$ cat config.mk
export PLATFORM = sky130hd
export DESIGN_NAME = cache_req_arbiter_flat
export DESIGN_NICKNAME = d
export VERILOG_FILES = /design/src/rtl/cache_sim_pkg.sv /design/src/rtl/cache_req_arbiter_if.sv /design/src/rtl/cache_arb_rr2.sv /design/src/rtl/cache_req_arbiter.sv /design/src/flat_wrapper.sv
export SDC_FILE = /design/constraint.sdc
export NUM_CORES = 1
export LEC_CHECK = 0
export ABC_AREA = 1
export ABC_CLOCK_PERIOD_IN_PS = 1550
export CAP_MARGIN = 40
export CORE_AREA = 2 2 121 123
export DETAILED_ROUTE_END_ITERATION = 16
export DIE_AREA = 0 0 123 125
export GPL_ROUTABILITY_DRIVEN = 0
export PLACE_DENSITY_LB_ADDON = 0.3
export SLEW_MARGIN = 20
export SYNTH_ARGS = -nofsm -noshare
export SYNTH_HDL_FRONTEND = slang
export SYNTH_SLANG_ARGS = --single-unit
$ cat constraint.sdc
create_clock -name clk_41 -period 1.55 [get_ports clk_41]
set_input_delay 0.2325 -clock clk_41 [delete_from_list [all_inputs] [get_ports clk_41]]
set_output_delay 0.2325 -clock clk_41 [all_outputs]
set_load 0.01 [all_outputs]
$ cat src/rtl/cache_sim_pkg.sv
// Shared types and defaults for the cache request arbiter.
package cache_sim_pkg;

    localparam int unsigned ADDR_W_DEF   = 31;
    localparam int unsigned CNT_W_DEF    = 31;
    localparam int unsigned MISS_LAT_DEF = 8;

    typedef enum logic [1:0] {
        ST_IDLE      = 2'd0,
        ST_LOOKUP    = 2'd1,
        ST_MISS_WAIT = 2'd2,
        ST_RESP      = 2'd3
    } arb_state_e;

    // Requester id: 0 or 1.
    typedef logic port_id_t;

    // One-hot select for a requester id.
    function automatic logic [1:0] port_onehot(port_id_t p);
        return p ? 2'b10 : 2'b01;
    endfunction

endpackage

$ cat src/rtl/cache_req_arbiter_if.sv
// Requester and cache-lookup handshake bundle for cache_req_arbiter.
// master: requesters plus cache model; slave: the arbiter.
interface cache_req_arbiter_if #(
    parameter int unsigned ADDR_W = cache_sim_pkg::ADDR_W_DEF
);

    logic              req0_41;
    logic              req1_41;
    logic [ADDR_W-1:0] addr0_41;
    logic [ADDR_W-1:0] addr1_41;
    logic              gnt0_41;
    logic              gnt1_41;
    logic              resp0_41;
    logic              resp1_41;
    logic              hit_41;
    logic              lk_valid_41;
    logic [ADDR_W-1:0] lk_addr_41;
    logic              lk_ready_41;
    logic              lk_hit_41;

    modport master (
        output req0_41, req1_41, addr0_41, addr1_41, lk_ready_41, lk_hit_41,
        input  gnt0_41, gnt1_41, resp0_41, resp1_41, hit_41, lk_valid_41, lk_addr_41
    );

    modport slave (
        input  req0_41, req1_41, addr0_41, addr1_41, lk_ready_41, lk_hit_41,
        output gnt0_41, gnt1_41, resp0_41, resp1_41, hit_41, lk_valid_41, lk_addr_41
    );

endinterface

$ cat src/rtl/cache_arb_rr2.sv
// Two-way round-robin grant: on a tie the port not served last wins.
// Until something has been served (last_vld low) port 0 wins ties.
module cache_arb_rr2
    import cache_sim_pkg::*;
(
    input  logic [1:0] req,
    input  port_id_t   last,
    input  logic       last_vld,
    output logic [1:0] gnt_c
);

    // one-hot winner selection
    always_comb begin
        gnt_c = 2'b00;
        case (req)
            2'b01:   gnt_c = 2'b01;
            2'b10:   gnt_c = 2'b10;
            2'b11:   gnt_c = (!last_vld || last) ? 2'b01 : 2'b10;
            default: gnt_c = 2'b00;
        endcase
    end

endmodule

$ cat src/rtl/cache_req_arbiter.sv
// Two-port cache lookup arbiter: grants one requester at a time, runs the
// lookup handshake, models miss latency and returns a one-cycle response.
// Optional per-port hit/miss statistics are built when CACHE_ARB_STATS_EN
// is defined; otherwise the counter outputs are tied to zero.
module cache_req_arbiter
    import cache_sim_pkg::*;
#(
    parameter int unsigned ADDR_W   = ADDR_W_DEF,
    parameter int unsigned CNT_W    = CNT_W_DEF,
    parameter int unsigned MISS_LAT = MISS_LAT_DEF
) (
    input  logic               clk_41,
    input  logic               rst_41,
    cache_req_arbiter_if.slave bus,
    output logic               busy_41,
    output logic [CNT_W-1:0]   hits0_41,
    output logic [CNT_W-1:0]   hits1_41,
    output logic [CNT_W-1:0]   misses0_41,
    output logic [CNT_W-1:0]   misses1_41
);

    localparam logic [1:0] IDLE      = ST_IDLE;
    localparam logic [1:0] LOOKUP    = ST_LOOKUP;
    localparam logic [1:0] MISS_WAIT = ST_MISS_WAIT;
    localparam logic [1:0] RESP      = ST_RESP;

    localparam int unsigned MW = (MISS_LAT > 1) ? $clog2(MISS_LAT) : 1;

    logic [1:0]        state_q, state_d;
    logic [1:0]        gnt_q, gnt_d;
    logic [1:0]        resp_q, resp_d;
    logic              hit_q, hit_d;
    logic              lk_valid_q, lk_valid_d;
    logic              busy_q, busy_d;
    logic [ADDR_W-1:0] addr_q, addr_d;
    port_id_t          port_q, port_d;
    port_id_t          last_q, last_d;
    logic              last_vld_q, last_vld_d;
    logic [MW-1:0]     mcnt_q, mcnt_d;

    logic [1:0]        rr_gnt_c;
    port_id_t          rr_last_c;
    logic              rr_vld_c;

    // In RESP the pointer is about to become the served port, so arbitrate with it now
    assign rr_last_c = (state_q == RESP) ? port_q : last_q;
    assign rr_vld_c  = (state_q == RESP) | last_vld_q;

    cache_arb_rr2 u_rr (
        .req      ({bus.req1_41, bus.req0_41}),
        .last     (rr_last_c),
        .last_vld (rr_vld_c),
        .gnt_c    (rr_gnt_c)
    );

    // next-state and next-output logic
    always_comb begin
        state_d    = state_q;
        gnt_d      = 2'b00;
        resp_d     = 2'b00;
        hit_d      = hit_q;
        lk_valid_d = 1'b0;
        addr_d     = addr_q;
        port_d     = port_q;
        last_d     = last_q;
        last_vld_d = last_vld_q;
        mcnt_d     = mcnt_q;
        case (state_q)
            IDLE: begin
                if (gnt_q != 2'b00) begin
                    state_d    = LOOKUP;
                    lk_valid_d = 1'b1;
                end else if (rr_gnt_c != 2'b00) begin
                    gnt_d  = rr_gnt_c;
                    port_d = rr_gnt_c[1];
                    addr_d = rr_gnt_c[1] ? bus.addr1_41 : bus.addr0_41;
                end
            end
            LOOKUP: begin
                lk_valid_d = 1'b1;
                if (bus.lk_ready_41) begin
                    lk_valid_d = 1'b0;
                    hit_d      = bus.lk_hit_41;
                    if (bus.lk_hit_41 || (MISS_LAT == 0)) begin
                        state_d = RESP;
                        resp_d  = port_onehot(port_q);
                    end else begin
                        state_d = MISS_WAIT;
                        mcnt_d  = MW'(MISS_LAT - 1);
                    end
                end
            end
            MISS_WAIT: begin
                if (mcnt_q == '0) begin
                    state_d = RESP;
                    resp_d  = port_onehot(port_q);
                end else begin
                    mcnt_d = mcnt_q - MW'(1);
                end
            end
            RESP: begin
                state_d    = IDLE;
                last_d     = port_q;
                last_vld_d = 1'b1;
                if (rr_gnt_c != 2'b00) begin
                    gnt_d  = rr_gnt_c;
                    port_d = rr_gnt_c[1];
                    addr_d = rr_gnt_c[1] ? bus.addr1_41 : bus.addr0_41;
                end
            end
            default: state_d = IDLE;
        endcase
        busy_d = (state_d != IDLE);
    end

    // state and registered outputs, synchronous active-low reset
    always_ff @(posedge clk_41) begin
        if (!rst_41) begin
            state_q    <= IDLE;
            gnt_q      <= 2'b00;
            resp_q     <= 2'b00;
            hit_q      <= 1'b0;
            lk_valid_q <= 1'b0;
            busy_q     <= 1'b0;
            addr_q     <= '0;
            port_q     <= 1'b0;
            last_q     <= 1'b0;
            last_vld_q <= 1'b0;
            mcnt_q     <= '0;
        end else begin
            state_q    <= state_d;
            gnt_q      <= gnt_d;
            resp_q     <= resp_d;
            hit_q      <= hit_d;
            lk_valid_q <= lk_valid_d;
            busy_q     <= busy_d;
            addr_q     <= addr_d;
            port_q     <= port_d;
            last_q     <= last_d;
            last_vld_q <= last_vld_d;
            mcnt_q     <= mcnt_d;
        end
    end

    assign bus.gnt0_41     = gnt_q[0];
    assign bus.gnt1_41     = gnt_q[1];
    assign bus.resp0_41    = resp_q[0];
    assign bus.resp1_41    = resp_q[1];
    assign bus.hit_41      = hit_q;
    assign bus.lk_valid_41 = lk_valid_q;
    assign bus.lk_addr_41  = addr_q;
    assign busy_41         = busy_q;

`ifdef CACHE_ARB_STATS_EN
    logic [CNT_W-1:0] hits0_q, hits1_q, misses0_q, misses1_q;

    // saturating per-port hit/miss counters, bumped in the RESP cycle
    always_ff @(posedge clk_41) begin
        if (!rst_41) begin
            hits0_q   <= '0;
            hits1_q   <= '0;
            misses0_q <= '0;
            misses1_q <= '0;
        end else if (state_q == RESP) begin
            if (hit_q) begin
                if (!port_q && (hits0_q != '1))   hits0_q   <= hits0_q + CNT_W'(1);
                if (port_q && (hits1_q != '1))    hits1_q   <= hits1_q + CNT_W'(1);
            end else begin
                if (!port_q && (misses0_q != '1)) misses0_q <= misses0_q + CNT_W'(1);
                if (port_q && (misses1_q != '1))  misses1_q <= misses1_q + CNT_W'(1);
            end
        end
    end

    assign hits0_41   = hits0_q;
    assign hits1_41   = hits1_q;
    assign misses0_41 = misses0_q;
    assign misses1_41 = misses1_q;
`else
    assign hits0_41   = '0;
    assign hits1_41   = '0;
    assign misses0_41 = '0;
    assign misses1_41 = '0;
`endif

endmodule

$ cat src/flat_wrapper.sv
// flat-port wrapper written by rule: the top's interface ports become plain ports
module cache_req_arbiter_flat import cache_sim_pkg::*;
#(
    parameter int unsigned ADDR_W   = ADDR_W_DEF,
    parameter int unsigned CNT_W    = CNT_W_DEF,
    parameter int unsigned MISS_LAT = MISS_LAT_DEF
)
  (clk_41, rst_41, busy_41, hits0_41, hits1_41, misses0_41, misses1_41, bus_req0_41, bus_req1_41, bus_addr0_41, bus_addr1_41, bus_lk_ready_41, bus_lk_hit_41, bus_gnt0_41, bus_gnt1_41, bus_resp0_41, bus_resp1_41, bus_hit_41, bus_lk_valid_41, bus_lk_addr_41);
  cache_req_arbiter_if #(.ADDR_W(ADDR_W)) bus_i ();
  input  logic clk_41;
  input  logic rst_41;
  output logic busy_41;
  output logic [CNT_W-1:0] hits0_41;
  output logic [CNT_W-1:0] hits1_41;
  output logic [CNT_W-1:0] misses0_41;
  output logic [CNT_W-1:0] misses1_41;
  input wire logic [$bits(bus_i.req0_41)-1:0] bus_req0_41;
  input wire logic [$bits(bus_i.req1_41)-1:0] bus_req1_41;
  input wire logic [$bits(bus_i.addr0_41)-1:0] bus_addr0_41;
  input wire logic [$bits(bus_i.addr1_41)-1:0] bus_addr1_41;
  input wire logic [$bits(bus_i.lk_ready_41)-1:0] bus_lk_ready_41;
  input wire logic [$bits(bus_i.lk_hit_41)-1:0] bus_lk_hit_41;
  output wire logic [$bits(bus_i.gnt0_41)-1:0] bus_gnt0_41;
  output wire logic [$bits(bus_i.gnt1_41)-1:0] bus_gnt1_41;
  output wire logic [$bits(bus_i.resp0_41)-1:0] bus_resp0_41;
  output wire logic [$bits(bus_i.resp1_41)-1:0] bus_resp1_41;
  output wire logic [$bits(bus_i.hit_41)-1:0] bus_hit_41;
  output wire logic [$bits(bus_i.lk_valid_41)-1:0] bus_lk_valid_41;
  output wire logic [$bits(bus_i.lk_addr_41)-1:0] bus_lk_addr_41;
  assign bus_i.req0_41 = bus_req0_41;
  assign bus_i.req1_41 = bus_req1_41;
  assign bus_i.addr0_41 = bus_addr0_41;
  assign bus_i.addr1_41 = bus_addr1_41;
  assign bus_i.lk_ready_41 = bus_lk_ready_41;
  assign bus_i.lk_hit_41 = bus_lk_hit_41;
  assign bus_gnt0_41 = bus_i.gnt0_41;
  assign bus_gnt1_41 = bus_i.gnt1_41;
  assign bus_resp0_41 = bus_i.resp0_41;
  assign bus_resp1_41 = bus_i.resp1_41;
  assign bus_hit_41 = bus_i.hit_41;
  assign bus_lk_valid_41 = bus_i.lk_valid_41;
  assign bus_lk_addr_41 = bus_i.lk_addr_41;
  cache_req_arbiter #(.ADDR_W(ADDR_W), .CNT_W(CNT_W), .MISS_LAT(MISS_LAT)) u_core (.clk_41(clk_41), .rst_41(rst_41), .bus(bus_i), .busy_41(busy_41), .hits0_41(hits0_41), .hits1_41(hits1_41), .misses0_41(misses0_41), .misses1_41(misses1_41));
endmodule
## After elaboration in Yosys (flattened, before gate mapping)

Cells that the tools add are included.

| cells by class | value |
|---|---|
| add/subtract/negate cells | 1 |
| equality and inequality tests | 10 |
| mux-type cells | 30 |
| bitwise gates (word level) | 1 |
| reductions and logical operators | 12 |

Operators with widths:

| operator | count |
|---|---|
| 31-bit two-way mux | 3 |
| 31-bit one-hot mux with 2 select lines | 1 |
| 2-bit two-way mux | 10 |
| 2-bit nonzero test | 5 |
| 3-bit two-way mux | 3 |
| 2-bit equality test (second input constant) | 4 |
| 2-bit != test (second input constant) | 4 |
| 2-bit one-hot mux with 2 select lines | 2 |
| 2-bit one-hot mux with 4 select lines | 1 |
| 1-bit two-way mux | 6 |
| 2-bit one-hot mux with 3 select lines | 1 |
| 3-bit one-hot mux with 2 select lines | 1 |
| 2-bit by 1-bit equality test with 1-bit output (second input constant) | 2 |
| 1-bit one-hot mux with 2 select lines | 2 |
| 2-bit AND reduction | 2 |
| 4-bit AND reduction | 1 |
| 3-bit zero test | 1 |
| 3-bit by 1-bit subtractor with 3-bit output (second input constant) | 1 |
| 2-bit zero test | 1 |
| 1-bit zero test | 1 |
| 1-bit logical OR | 1 |
| 1-bit bitwise OR | 1 |

| storage, ports and cells | value |
|---|---|
| flip-flop bits (word level) | 46 |
| input port bits | 68 |
| output and inout port bits | 162 |
| word-level logic and storage cells | 65 |

## Depth between registers and ports, before layout

Gate-level depths: netlist of the first run.

| depth | value |
|---|---|
| depth in word-level cells | 10 |
| mapped depth | 10 |
| mapped depth without buffers | 10 |

## Modules after synthesis

A second synthesis of the first run with hierarchy kept.

| second synthesis, totals | value |
|---|---|
| cell total of the unflattened synthesis | 473 |
| area total of the unflattened synthesis | 3263.1 um^2 |

By module, submodules not included:

| module | instances | cells an instance | area an instance (um^2) | seq. area each (um^2) |
|---|---|---|---|---|
| cache_req_arbiter | 1 | 463 | 3224.3 | 920.9 |
| cache_arb_rr2 | 1 | 10 | 38.8 | 0.0 |

## Least setup slack after synthesis of the first run

OpenSTA, ideal clock, no wires.

| timing path | value |
|---|---|
| path type | reg-to-reg |
| start point | reg u_core.state_q[0] |
| end point | reg u_core.addr_q[23] (netlist: u_core.bus.lk_addr_41[23]) |
| setup time | 0.109 ns |
| data arrival time | 1.335 ns |
| setup slack | 0.106 ns |
| stages on the path, launching flop included | 10 |
| path buffers | 1 |
| cells stage by stage | dfxtp_1 > inv_1 > ha_1 > nor2_4 > nand2_4 > inv_4 > buf_4 > nand3_1 > nand2_1 > inv_1 |

| on the way | value |
|---|---|
| word-level cells in the longest chain between the ends | 10 |

RTL lines:

| item | RTL line | source |
|---|---|---|
| start: declaration | cache_req_arbiter.sv:29 | `logic [1:0] state_q, state_d;` |
| start signal: assignment | cache_req_arbiter.sv:131 | `state_q <= state_d;` |
| 2-bit equality test | cache_req_arbiter.sv:46, cache_req_arbiter.sv:47, cache_req_arbiter.sv:68 |  |
| 1-bit bitwise OR | cache_req_arbiter.sv:47 | `assign rr_vld_c = (state_q == RESP) \| last_vld_q;` |
| 1-bit zero test | cache_arb_rr2.sv:18 | `2'b11: gnt_c = (!last_vld \|\| last) ? 2'b01 : 2'b10;` |
| 1-bit logical OR | cache_arb_rr2.sv:18 |  |
| 2-bit two-way mux | cache_arb_rr2.sv:18 |  |
| 2-bit one-hot mux with 3 select lines | cache_arb_rr2.sv:15 | `case (req)` |
| 31-bit two-way mux or 2-bit nonzero test (tied branches) | n/a |  |
| 31-bit two-way mux | cache_req_arbiter.sv:73, cache_req_arbiter.sv:105 |  |
| 31-bit two-way mux | cache_req_arbiter.sv:70 | `if (gnt_q != 2'b00) begin` |
| 31-bit one-hot mux with 2 select lines | cache_req_arbiter.sv:68 | `case (state_q)` |
| end signal: assignment | cache_req_arbiter.sv:137 | `addr_q <= addr_d;` |
| end: declaration | cache_req_arbiter.sv:35 | `logic [ADDR_W-1:0] addr_q, addr_d;` |

Several ways; a longest one is shown, not always the timed one. The select of a mux whose other input is x is not followed.
A chain may end at the register's enable or synchronous reset.

## Worst setup path in the final report of the first run

| timing path | value |
|---|---|
| start point | reg u_core.state_q[0] |
| end point | reg u_core.mcnt_q[0] |

| on the way | value |
|---|---|
| word-level cells in the longest chain between the ends | 3 |

RTL lines:

| item | RTL line | source |
|---|---|---|
| 2-bit equality test or 2-bit by 1-bit equality test with 1-bit output (tied branches) | cache_req_arbiter.sv:68 |  |
| 2-bit != test (no source line) or 2-bit nonzero test (tied branches) | n/a |  |
| 4-bit AND reduction (no source line) | n/a |  |
| end signal: assignment | cache_req_arbiter.sv:141 | `mcnt_q <= mcnt_d;` |
| end: declaration | cache_req_arbiter.sv:39 | `logic [MW-1:0] mcnt_q, mcnt_d;` |

Several ways; a longest one is shown, not always the timed one.

==> results of run 1 <==
-- cells by family after synthesis --
family	Yosys count	synth area share [%]
other	1	0.109
AO/OA/AOI/OAI	18	2.63
flip-flops	46	26.8
adder cells (fa/ha/maj)	7	2.55
buffers and inverters	203	38.0
AND/OR/NAND/NOR	229	29.9
-- what timing repair did --
item / in CTS / in global routing
cloned: 1 / 3
endpoints found under the setup margin: 28 / 37
hold buffers: 0 / 0
gates resized for setup: 6 / 19
hold endpoints to repair: 0 / 0
setup buffers: 0 / 5
pin swaps: 0 / 8
-- critical path, cell delays in order (launching register included) --
cell,delay (ps)
dfxtp_4,370
inv_2,60
buf_4,140
ha_4,170
inv_1,60
nor2_1,40
nor2_1,150
nor2_2,70
buf_4,140
o21ai_1,110
a21oi_1,50
-- sequential cells by signal, indices dropped and copies added, names as in the netlist --
register	count
u_core.bus.hit_41	1
u_core.bus.lk_addr_41	31
u_core.bus.lk_valid_41	1
u_core.busy_41	1
u_core.gnt_q	2
u_core.last_q	1
u_core.last_vld_q	1
u_core.mcnt_q	3
u_core.port_q	1
u_core.resp_q	2
u_core.state_q	2
-- metrics by stage --
step | power, mW | cells
final | 5.39 | 808
after global routing | 5.84 | 808
after CTS | 5.50 | 801
after detailed placement | 4.18 | 792
after global placement | 4.19 | 792
after floorplan | 3.33 | 627
-- cell usage after synthesis, types with 2 or more instances --
library cell and count:
a21oi_1 8, clkbuf_1 2, buf_2 5, inv_1 53, nand2_1 52, dfxtp_1 46
nand3_1 96, nor2_4 2, buf_4 134, inv_2 3, nor2_1 73, nor3_1 2
ha_1 7, buf_6 4, o21ai_0 10
-- area by class of cell --
cell class              count  area, um^2  share of cell area, %
multi-input cells         378        1730                   36.7
repair buffers            135        1440                   30.7
flip-flops and latches     46         928                   19.7
well taps                 184         230                   4.89
inverters                  57         226                   4.81
clock buffers               6         139                   2.95
clock inverters             2        12.5                  0.266
-- routing by layer --
metal / track usage (%) / wire [um] / vias to the layer above
met2: 19.1 / 4520 / 147
met5: 0 / 0 / -
met3: 2.65 / 810 / 8
met4: 2.01 / 88 / 0
met1: 13.5 / 3930 / 1364
li1: - / - / 1556
-- how the worst max path moves through the flow --
| stage | from | slack, ps | end |
|---|---|---|---|
| 6_report | u_core.state_q[0] | 80 | u_core.mcnt_q[0] |
| 5_1_grt | u_core.state_q[1] | -20 | u_core.bus.lk_addr_41[10] |
| 4_1_cts | u_core.state_q[0] | 10 | u_core.bus.lk_addr_41[6] |
| 3_5_place_dp | bus_req0_41 | -110 | u_core.bus.lk_addr_41[19] |
| 3_3_place_gp | bus_req0_41 | -80 | u_core.bus.lk_addr_41[26] |
| 2_1_floorplan | u_core.state_q[0] | 110 | u_core.bus.lk_addr_41[23] |
-- power by group --
part           switching, mW  leakage [nW]  internal (mW)
combinational           1.32          1.92           1.28
clock                  0.491        0.0729          0.640
sequential             0.167         0.381           1.50
==> reports/results.ini, run 1 <==
[sta]
finalClockSkew_ps=6.13
finalSetupViolCount=0
max_clock_freq_mhz=678
whs_ps=399
fin_crit_sh_pct=95.1
hold_viol=0
slew_violations=0
post-route-min-period_ps=1470
fin_ws_ps=75.6
fin_tns_setup_ps=0
rsz0062_at_grt=true

[cts]
clockBufferDepth=2
path_clk_slew_ps=70
cts.sinks=46
numCtsBuffers=5
worstSkewPairLatency_ps=290
htree_levels=2
cts_root_buffer=clkbuf_16
cts_tree=yes

[placement]
place_area_um2=4360
port_buffers=105
dp_hpwl_um=6730
place_ws_ps=-105

[critical_path]
reg2reg_slack_ps=80
start_kind=register
crit_fanout=4
worst-r2r-cell-count=10
r2r-start=u_core.state_q[0]
critPathArrivalTime_ps=1660
r2r_end=u_core.mcnt_q[0]
crit_required_ps=1730
path_class=reg2reg
cp-end-kind=register

[layout]
num-fill-cells=1590
fin_area_um2=4710
insertedDiodeCount=0
finalNetCount=698
final_cell_mix=conb_1, clkdlybuf4s50_1, nand3_1
area_growth_pct=37.2
utilization_pct=33.1
layout_commonest_cell=conb_1
layout-drive-gt1-share_pct=9.78

[logic_synthesis]
synth_cell_types=22
synth_top_area_cell=buf_4
yosysTopAreaCellShare_pct=29.3
synthFlopType=dfxtp_1
ys_ff_latch=46
syn_inst=504
seq_area_frac_synth_pct=26.8
synth_area_per_cell_um2=6.81
synth.cell_area_um2=3430
synth_area_leaders=buf_4, dfxtp_1, nand3_1
ys_warn_count=0
synth_edf_count=0
synthArstFlopShare_pct=0

[run_status]
outcome=complete, no violations

[die]
die_area_um2=15400
pin_count=230
die_w_um=123
num_rows=44
die_h_um=125
start_util_pct=24.2
core_region_area_um2=14200

[routing]
wire_per_inst_um=11.6
via_per_inst=3.81
final_antenna_net_count=0
first_iter_violations=90
wirelength_um=9350
route.vias.total=3075
firstDrtPassIters=4
drc_errors=0

[grt]
grt_first_pass_wirelength_um=13200
grt_pass1_vias=2628
antenna_found_initial=0
grt_max_degree=31
gr-total-overflow=0
grt_use_total_pct=10.9

[hold_path]
hold_start=bus_req1_41
hold_path_end=u_core.gnt_q[0]
min_path_cells=3
hold_path.class=in2reg

[power]
peakVddDrop_uv=551
leakagePower_nw=2.37
power_density_nw_per_um2=1150

[run]
drv_cap=0

No activity file was read; power rests on OpenSTA's default activity.
==> inputs of run 2 (changes only) <==
--- a/config.mk
+++ b/config.mk
@@ -7,12 +7,12 @@
 export LEC_CHECK = 0
 export ABC_AREA = 1
 export ABC_CLOCK_PERIOD_IN_PS = 1550
-export CAP_MARGIN = 40
+export CAP_MARGIN = 20
 export CORE_AREA = 2 2 121 123
 export DETAILED_ROUTE_END_ITERATION = 16
 export DIE_AREA = 0 0 123 125
 export GPL_ROUTABILITY_DRIVEN = 0
-export PLACE_DENSITY_LB_ADDON = 0.3
+export PLACE_DENSITY_LB_ADDON = 0.1
 export SLEW_MARGIN = 20
 export SYNTH_ARGS = -nofsm -noshare
 export SYNTH_HDL_FRONTEND = slang
==> run 2 against run 1 <==
- sequential power about the same
- design area shrank 1.1%
- worst setup slack improved by 31 ps
- sequential share of layout area rose by 0.17 points
- die area did not move
- sequential cell count unchanged
- global-route usage rose by 0.23 points
- clock power is 4% lower
- worst hold slack better by 52 ps
- critical path type unchanged
- critical endpoint is now u_core.bus.lk_addr_41[23]
- highest routed layer unchanged
==> reports/results.ini, run 2 (same netlist as run 1, synthesis figures left out) <==
[die]
pin_count=230  ; unchanged
num_rows=44  ; unchanged
core_region_area_um2=14200  ; unchanged
die_w_um=123  ; unchanged
die_h_um=125  ; unchanged
start_util_pct=24.2  ; unchanged
die_area_um2=15400  ; unchanged

[cts]
post-cts-setup-buffers=0  ; unchanged
clockBufferDepth=2  ; unchanged
cts_tree=yes  ; unchanged
numCtsBuffers=5  ; unchanged
hold_buffers=0  ; unchanged
cts_root_buffer=clkbuf_16  ; unchanged
htree_levels=2  ; unchanged
path_clk_slew_ps=60  ; was 70 ps
worstSkewPairLatency_ps=290  ; about the same
cts.sinks=46  ; unchanged

[sta]
post-route-min-period_ps=1440  ; was 1470 ps
max_clock_freq_mhz=693  ; was 678 MHz
finalClockSkew_ps=4.49  ; was 6.13 ps
slew_violations=0  ; unchanged
fin_crit_sh_pct=93.1  ; was 95.1%
whs_ps=452  ; was 399 ps
finalSetupViolCount=0  ; unchanged
fin_tns_setup_ps=0  ; unchanged
hold_viol=0  ; unchanged

[critical_path]
r2r-start=u_core.state_q[1]  ; was u_core.state_q[0]
start_kind=register  ; unchanged
crit_required_ps=1740  ; was 1730 ps
cp-end-kind=register  ; unchanged
r2r_end=u_core.bus.lk_addr_41[23]  ; was u_core.mcnt_q[0]
crit_fanout=16  ; was 4
path_class=reg2reg  ; unchanged
worst-r2r-cell-count=9  ; was 10
reg2reg_slack_ps=110  ; was 80 ps
cp-endpoint=u_core.bus.lk_addr_41[23]  ; was u_core.mcnt_q[0]
critPathArrivalTime_ps=1640  ; was 1660 ps
startpoint=u_core.state_q[1]  ; was u_core.state_q[0]

[layout]
area_growth_pct=35.7  ; was 37.2%
fin_area_um2=4650  ; was 4710 um^2
layout_commonest_cell=conb_1  ; unchanged
num-fill-cells=1527  ; was 1590
utilization_pct=32.8  ; was 33.1%
layout-drive-gt1-share_pct=9.40  ; was 9.78%
insertedDiodeCount=0  ; unchanged
finalNetCount=693  ; was 698
largest_reg_flops=31  ; unchanged
final_cell_mix=conb_1, clkdlybuf4s50_1, nand3_1  ; unchanged

[hold_path]
hold_path.class=reg2reg  ; was in2reg
hold_start=u_core.mcnt_q[0]  ; was bus_req1_41

[run]
drv_cap=0  ; unchanged

[routing]
via_per_inst=3.75  ; was 3.81
final_antenna_net_count=0  ; unchanged
firstDrtPassIters=5  ; was 4
wire_per_inst_um=11.6  ; about the same
wirelength_um=9310  ; was 9350 um
drc_errors=0  ; unchanged
first_iter_violations=131  ; was 90
route.vias.total=3004  ; was 3075

[run_status]
outcome=complete, no violations  ; unchanged

[grt]
grt_max_degree=33  ; was 31
grt_use_total_pct=11.1  ; was 10.9%
antenna_found_initial=0  ; unchanged
gr-total-overflow=0  ; unchanged
grt_pass1_vias=2715  ; was 2628
grt_first_pass_wirelength_um=13400  ; was 13200 um

[power]
leakagePower_nw=2.34  ; was 2.37 nW
power_density_nw_per_um2=1180  ; was 1150 nW/um^2
peakVddDrop_uv=356  ; was 551 uV

[placement]
place_area_um2=4320  ; was 4360 um^2
port_buffers=105  ; unchanged
dp_hpwl_um=6580  ; was 6730 um

-- run 2: worst min-delay path by stage --
stage,to,slack (ps),cells after the start
floorplan,u_core.state_q[1],350,2
global placement,u_core.mcnt_q[0],440,1
detailed placement,u_core.mcnt_q[0],450,1
CTS,u_core.mcnt_q[0],460,1
global route,u_core.mcnt_q[0],490,1
finish,u_core.mcnt_q[0],450,1
-- run 2: per-stage QoR --
| step | total power, mW | instances | worst slack [ps] |
|---|---|---|---|
| floorplan | 3.33 | 627 | 106 |
| global placement | 4.11 | 791 | -115 |
| detailed placement | 4.13 | 791 | -144 |
| CTS | 5.25 | 797 | -3.47 |
| global route | 5.98 | 801 | -32.2 |
| finish | 5.50 | 801 | 107 |
-- run 2: layer usage --
layer	up-vias	wire length (um)	global-route usage, %
li1	1542	-	-
met1	1320	3850	13.4
met2	136	4600	19.1
met3	6	739	2.55
met4	0	119	3.94
met5	-	0	0
-- run 2: cell type report --
cell class,count,area (um^2),area share [%]
tap,184,230,4.95
clock buffer,6,139,2.98
timing repair buffer,130,1380,29.7
inverter,57,226,4.87
multi-input combinational,378,1750,37.6
sequential,46,926,19.9
-- run 2: worst max-delay path, cell delays in order (launching register included) --
cell,delay [ps]
dfxtp_2,370
inv_2,80
ha_4,240
nor2_4,120
nand2_4,80
inv_8,100
clkbuf_16,180
nand3_1,90
nand2_1,60
inv_1,30
-- run 2: timing repair --
| item | 4_1_cts | 5_1_grt |
|---|---|---|
| gates resized for setup | 1 | 34 |
| cloned | 0 | 4 |
| pin swaps | 0 | 4 |
| setup endpoints to repair | 5 | 39 |
-- run 2: report_power, final --
group / leakage, nW / total [mW] / internal (mW) / switching, mW
logic: 1.89 / 2.75 / 1.37 / 1.38
clock network: 0.0688 / 1.08 / 0.625 / 0.454
registers: 0.381 / 1.67 / 1.50 / 0.173
